<file path="src/rtl/register_file_sb.sv">
`default_nettype none
// ============================================================================
//  Module      : register_file_sb
//  Description : Parametrised register file with write-through bypass, a
//                per-register pending scoreboard and a sequential sweep-clear.
//  Revision    : 1.0 - initial release
// ============================================================================
module register_file_sb #(
   parameter int DATA_W   = 32,
   parameter int ADDR_W   = 5,
   parameter int ZERO_REG = 1
) (
   input  logic              CLK_RegFile,
   input  logic              RST_RegFile,
   input  logic [ADDR_W-1:0] A1,
   input  logic [ADDR_W-1:0] A2,
   input  logic [ADDR_W-1:0] A3,
   input  logic [DATA_W-1:0] WD3,
   input  logic              WE3,
   input  logic              ISS_En,
   input  logic [ADDR_W-1:0] ISS_Reg,
   input  logic              CLR_Start,
   output logic [DATA_W-1:0] RD1,
   output logic [DATA_W-1:0] RD2,
   output logic              Pend1,
   output logic              Pend2,
   output logic              CLR_Busy,
   output logic              Err_WAW
);

   localparam int                c_NREG     = 2**ADDR_W;
   localparam logic [ADDR_W-1:0] c_LAST_IDX = '1;
   localparam logic [0:0]        c_S_IDLE   = 1'b0;
   localparam logic [0:0]        c_S_CLEAR  = 1'b1;

   logic [0:0]        r_state;
   logic [0:0]        w_state_next;
   logic [ADDR_W-1:0] r_idx;
   logic [DATA_W-1:0] r_regs [c_NREG];
   logic [c_NREG-1:0] r_pend;
   logic              r_err_waw;

   logic w_idle;
   logic w_busy;
   logic w_wr_ok;
   logic w_iss_ok;
   logic w_clr_go;

   // ---------------------------------------------------------------- FSM
   always_ff @(posedge CLK_RegFile or negedge RST_RegFile) begin
      if (!RST_RegFile) begin
         r_state <= c_S_IDLE;
      end else begin
         r_state <= w_state_next;
      end
   end

   always_comb begin
      w_state_next = r_state;
      case (r_state)
         c_S_IDLE:  if (CLR_Start)            w_state_next = c_S_CLEAR;
         c_S_CLEAR: if (r_idx == c_LAST_IDX)  w_state_next = c_S_IDLE;
         default:                             w_state_next = c_S_IDLE;
      endcase
   end

   always_comb begin
      w_idle = 1'b0;
      w_busy = 1'b0;
      case (r_state)
         c_S_IDLE:  w_idle = 1'b1;
         c_S_CLEAR: w_busy = 1'b1;
         default:   w_idle = 1'b1;
      endcase
   end

   // Writes and issues are only honoured while no sweep is running.
   assign w_wr_ok  = WE3    && w_idle && !((ZERO_REG != 0) && (A3 == '0));
   assign w_iss_ok = ISS_En && w_idle && !((ZERO_REG != 0) && (ISS_Reg == '0));
   assign w_clr_go = w_idle && CLR_Start;

   // ---------------------------------------------------------------- sweep index
   always_ff @(posedge CLK_RegFile or negedge RST_RegFile) begin
      if (!RST_RegFile) begin
         r_idx <= '0;
      end else if (w_clr_go) begin
         r_idx <= '0;
      end else if (w_busy) begin
         r_idx <= r_idx + ADDR_W'(1);
      end
   end

   // ---------------------------------------------------------------- storage
   always_ff @(posedge CLK_RegFile or negedge RST_RegFile) begin
      if (!RST_RegFile) begin
         for (int i = 0; i < c_NREG; i++) begin
            r_regs[i] <= '0;
         end
      end else if (w_busy) begin
         r_regs[r_idx] <= '0;
      end else if (w_wr_ok) begin
         r_regs[A3] <= WD3;
      end
   end

   // ---------------------------------------------------------------- scoreboard
   // The set is applied after the clear so a same-register issue wins.
   always_ff @(posedge CLK_RegFile or negedge RST_RegFile) begin
      if (!RST_RegFile) begin
         r_pend <= '0;
      end else if (w_clr_go) begin
         r_pend <= '0;
      end else begin
         if (w_wr_ok) begin
            r_pend[A3] <= 1'b0;
         end
         if (w_iss_ok) begin
            r_pend[ISS_Reg] <= 1'b1;
         end
      end
   end

   always_ff @(posedge CLK_RegFile or negedge RST_RegFile) begin
      if (!RST_RegFile) begin
         r_err_waw <= 1'b0;
      end else if (w_iss_ok && r_pend[ISS_Reg] && !(w_wr_ok && (A3 == ISS_Reg))) begin
         r_err_waw <= 1'b1;
      end
   end

   // ---------------------------------------------------------------- read ports
   logic [ADDR_W-1:0] w_ra [2];
   logic [DATA_W-1:0] w_rd [2];
   logic [1:0]        w_pd;

   assign w_ra[0] = A1;
   assign w_ra[1] = A2;

   for (genvar gp = 0; gp < 2; gp++) begin : g_rd_port
      logic w_zero_sel;
      logic w_byp;

      assign w_zero_sel = (ZERO_REG != 0) && (w_ra[gp] == '0);
      assign w_byp      = w_wr_ok && (w_ra[gp] == A3);

      // Reset gating keeps the bypass path from leaking WD3 while reset is held.
      assign w_rd[gp] = (!RST_RegFile || w_zero_sel) ? '0 :
                        w_byp                        ? WD3 : r_regs[w_ra[gp]];
      assign w_pd[gp] = RST_RegFile && r_pend[w_ra[gp]] && !(WE3 && (A3 == w_ra[gp]));
   end

   assign RD1      = w_rd[0];
   assign RD2      = w_rd[1];
   assign Pend1    = w_pd[0];
   assign Pend2    = w_pd[1];
   assign CLR_Busy = w_busy;
   assign Err_WAW  = r_err_waw;

endmodule
`default_nettype wire

</file>
<file path="config.mk">
export PLATFORM = sky130hd
export DESIGN_NAME = register_file_sb
export DESIGN_NICKNAME = d
export VERILOG_FILES = /design/src/rtl/register_file_sb.sv
export SDC_FILE = /design/constraint.sdc
export NUM_CORES = 2
export LEC_CHECK = 0
export BUFFER_PORTS_ARGS = -buffer_cell sky130_fd_sc_hd__buf_2
export CORE_UTILIZATION = 25
export DETAILED_ROUTE_END_ITERATION = 16
export SETUP_SLACK_MARGIN = 0.4
export SLEW_MARGIN = 5
export SYNTH_ARGS = -nofsm -noshare
export SYNTH_HDL_FRONTEND = slang
export SYNTH_SLANG_ARGS = --single-unit
export TNS_END_PERCENT = 10
</file>
<file path="constraint.sdc">
create_clock -name CLK_RegFile -period 2.45 [get_ports CLK_RegFile]
set_input_delay 0.245 -clock CLK_RegFile [delete_from_list [all_inputs] [get_ports CLK_RegFile]]
set_output_delay 0.245 -clock CLK_RegFile [all_outputs]
set_load 0.05 [all_outputs]
</file>
==> reports/summary.txt <==
Root Buffer: clkbuf_16
Critical path's top delay family: buffers and inverters
Final Cell Area: 0.0721 mm²
Dpl cells: 7351
Die Span X: 476 µm
DRT Pass-1 Iters: 6
Ys Warns: 0
Top area cells in the synthesized netlist: dfrtp_1 47%, mux4_2 17%, a22o_1 16%, mux2i_1 5.2%, clkbuf_1 2.5%
Reg2Reg Depth: 9
R2R setup slack: 100 ps
Finished Layout Cells: 7617
Worst stage delay on the critical path: 450 ps
TritonCTS Buffers: 105
Final core utilization: 32.4%
Most used cell, CP: buf_12
Vias in the first global route: 45800
Clk Latency, worst-skew pair: 730 ps
Total gr overflow: 0
Die ar.: 0.226 mm²
Count of input and output buffers: 124
Clock transition at path regs: 70 ps
Post-Syn Nets: 4297
Initial DRC Count: 5736
Worst-Margin Slew: 1130 ps
Final WS setup: -845 ps
Leading post-synthesis cells by instance count: 1063 x dfrtp_1, 996 x a22o_1, 412 x mux4_2
CP Class: flip-flop to output pin
Slew Limit Fails: 0
CP required: 2200 ps
Fmax: 0.303 GHz
Setup TNS: -47930 ps
Worst EP arrival: 3050 ps
Clock Tree Buf Depth: 3
Cells after synthesis: 4235
Drt via density: 5.96
Placed instance area: 0.0663 mm²
Synthesized area: 0.0561 mm²
Dominant synthesized flop cell: dfrtp_1
Hold Vio Cnt, Final: 0
Failing checks: negative setup slack
Final setup viols: 66
Wirelength per Cell: 30.5 µm
Hold Crit Class: input port to async pin
Drc violations: 0
Setup crit end kind: output pin
Die Ht: 476 µm
Post-route ant nets: 0
CORE AREA: 0.223 mm²
Yosys reg bits: 1063
Global-route wire length before repair: 329000 µm
Initial antenna violation count: 15
Slowest stage cell, crit path: dfrtp_2
Worst VDD drop: 0.535 mV
Final WL: 232000 µm
Num ports: 125
TritonCTS clock tree: built
Worst r2r dst: r_regs[17]$_DFFE_PN0P_
Row cnt: 173
Total number of vias: 45400
Most frequent cell after synthesis: dfrtp_1
Area grow syn2layout: 28.6%
Post-synth ARST share: 100%
CTS sink cnt: 1063
Largest area contributor in the netlist: dfrtp_1
Gr usage total: 19.6%
Number of synthesized flops with an enable pin: 0
Yosys top cell area share: 47.4%
CP max FO: 7
RSZ-0062 raised after global routing: yes
Crit path launch type: flip-flop
Leakage power: 31.1 nW
Mean Syn Cell Area: 13.2 µm²
H-tree levels: 3
Post-DP HPWL: 146000 µm
Worst slack, placed: -425 ps
Total Nets Final: 4617
Outcome: finished with violations
Max-Cap Viols: 0
Number of distinct library cells after synthesis: 58
GPL Wtd Cong: 0.956
Initial core utilization: 25.2%
Max_slew headroom: 24.6%
Bufs and invs on worst path: 6
Crit path cell chain: buf_6, nor2b_4, o311ai_2, buf_4, a2111oi_4, buf_6, buf_12, a32oi_2, o21ai_4, buf_12, buf_12
Final Cycle Share: 134%
Worst r2r src: r_state$_DFF_PN0_
Largest net degree at the start of global routing: 173
Worst-case clock skew: 18.3 ps
Total power divided by cell area: 741 mW/mm²
Seq/Total Area, Yosys: 47.4%
Min Tclk post-route: 3300 ps
Fraction of layout cells with a size suffix above 1: 34.3%
report_power, final:
group | total, W | internal, W | switching (W) | leakage (nW)
combinational | 0.0137 | 0.00659 | 0.00713 | 14.6
sequential | 0.0223 | 0.0201 | 0.00221 | 14.7
clock | 0.0174 | 0.00983 | 0.00756 | 1.77
kinds of logic after synthesis:
| group | after synthesis | share of synthesized area, % |
|---|---|---|
| compound gates | 1632 | 23.9 |
| flops | 1063 | 47.4 |
| mux | 703 | 21.7 |
| buf+inv | 588 | 4.39 |
| simple gates | 227 | 2.16 |
| xor+xnor | 17 | 0.266 |
| fa+ha+maj | 5 | 0.112 |
metal layers:
layer / vias up / track usage [%] / wire length [µm]
met2: 2994 / 31.2 / 108000
met5: - / 0 / 78
li1: 17800 / - / -
met3: 721 / 4.27 / 21700
met1: 23900 / 24.2 / 86000
met4: 12 / 12.2 / 16300
what timing repair did:
action | 4_1_cts | 5_1_grt
hold buffers | 6 | 0
pin swaps | 32 | 48
resized for setup | 80 | 128
setup endpoints to repair | 1034 | 1480
hold endpoints to repair | 259 | 0
setup buffers | 17 | 28
gates cloned | 4 | 17
layout make-up:
type | count | area (µm²)
repair buffers | 782 | 9330
clock buffers | 139 | 2990
inverters | 18 | 67.6
diodes | 2 | 5.00
flip-flops and latches | 1063 | 26600
fillers | 21700 | 150000
clock inverters | 53 | 612
multi-input cells | 2585 | 28800
well taps | 2975 | 3720
worst max path at each step:
stage,cells after the start,startpoint,end
5_1_grt,11,r_state$_DFF_PN0_,RD1[28]
2_1_floorplan,8,A1[1],RD1[10]
3_3_place_gp,10,A1[2],RD1[31]
6_report,11,r_state$_DFF_PN0_,RD1[28]
4_1_cts,9,r_state$_DFF_PN0_,RD2[20]
3_5_place_dp,10,A1[2],RD1[31]
cell usage in the layout, fill, tap and decap left out, types with 35 or more instances in the layout:
| cell type | n |
|---|---|
| a22o_1 | 996 |
| nor2_1 | 56 |
| buf_12 | 244 |
| mux2i_1 | 290 |
| and2_1 | 35 |
| a22oi_1 | 160 |
| o21ai_0 | 42 |
| buf_4 | 426 |
| a221oi_1 | 129 |
| mux4_2 | 412 |
| dfrtp_1 | 1062 |
| a21oi_4 | 51 |
| buf_2 | 50 |
| clkbuf_16 | 121 |
sequential cells by signal, summed over array words and instances, names as in the netlist:
register / flops
r_regs: 1024
r_pend: 32
r_idx: 5
Err_WAW: 1
r_state: 1
per-stage QoR:
| step | hold WS [ps] | total power [W] |
|---|---|---|
| 3_5_place_dp | 67.5 | 0.0353 |
| 5_1_grt | 57.1 | 0.0550 |
| 3_3_place_gp | 69.9 | 0.0350 |
| 4_1_cts | 2.15 | 0.0529 |
| 6_report | 29.5 | 0.0534 |
| 2_1_floorplan | -50.6 | 0.0294 |
Power figures use the tool's default switching activity.
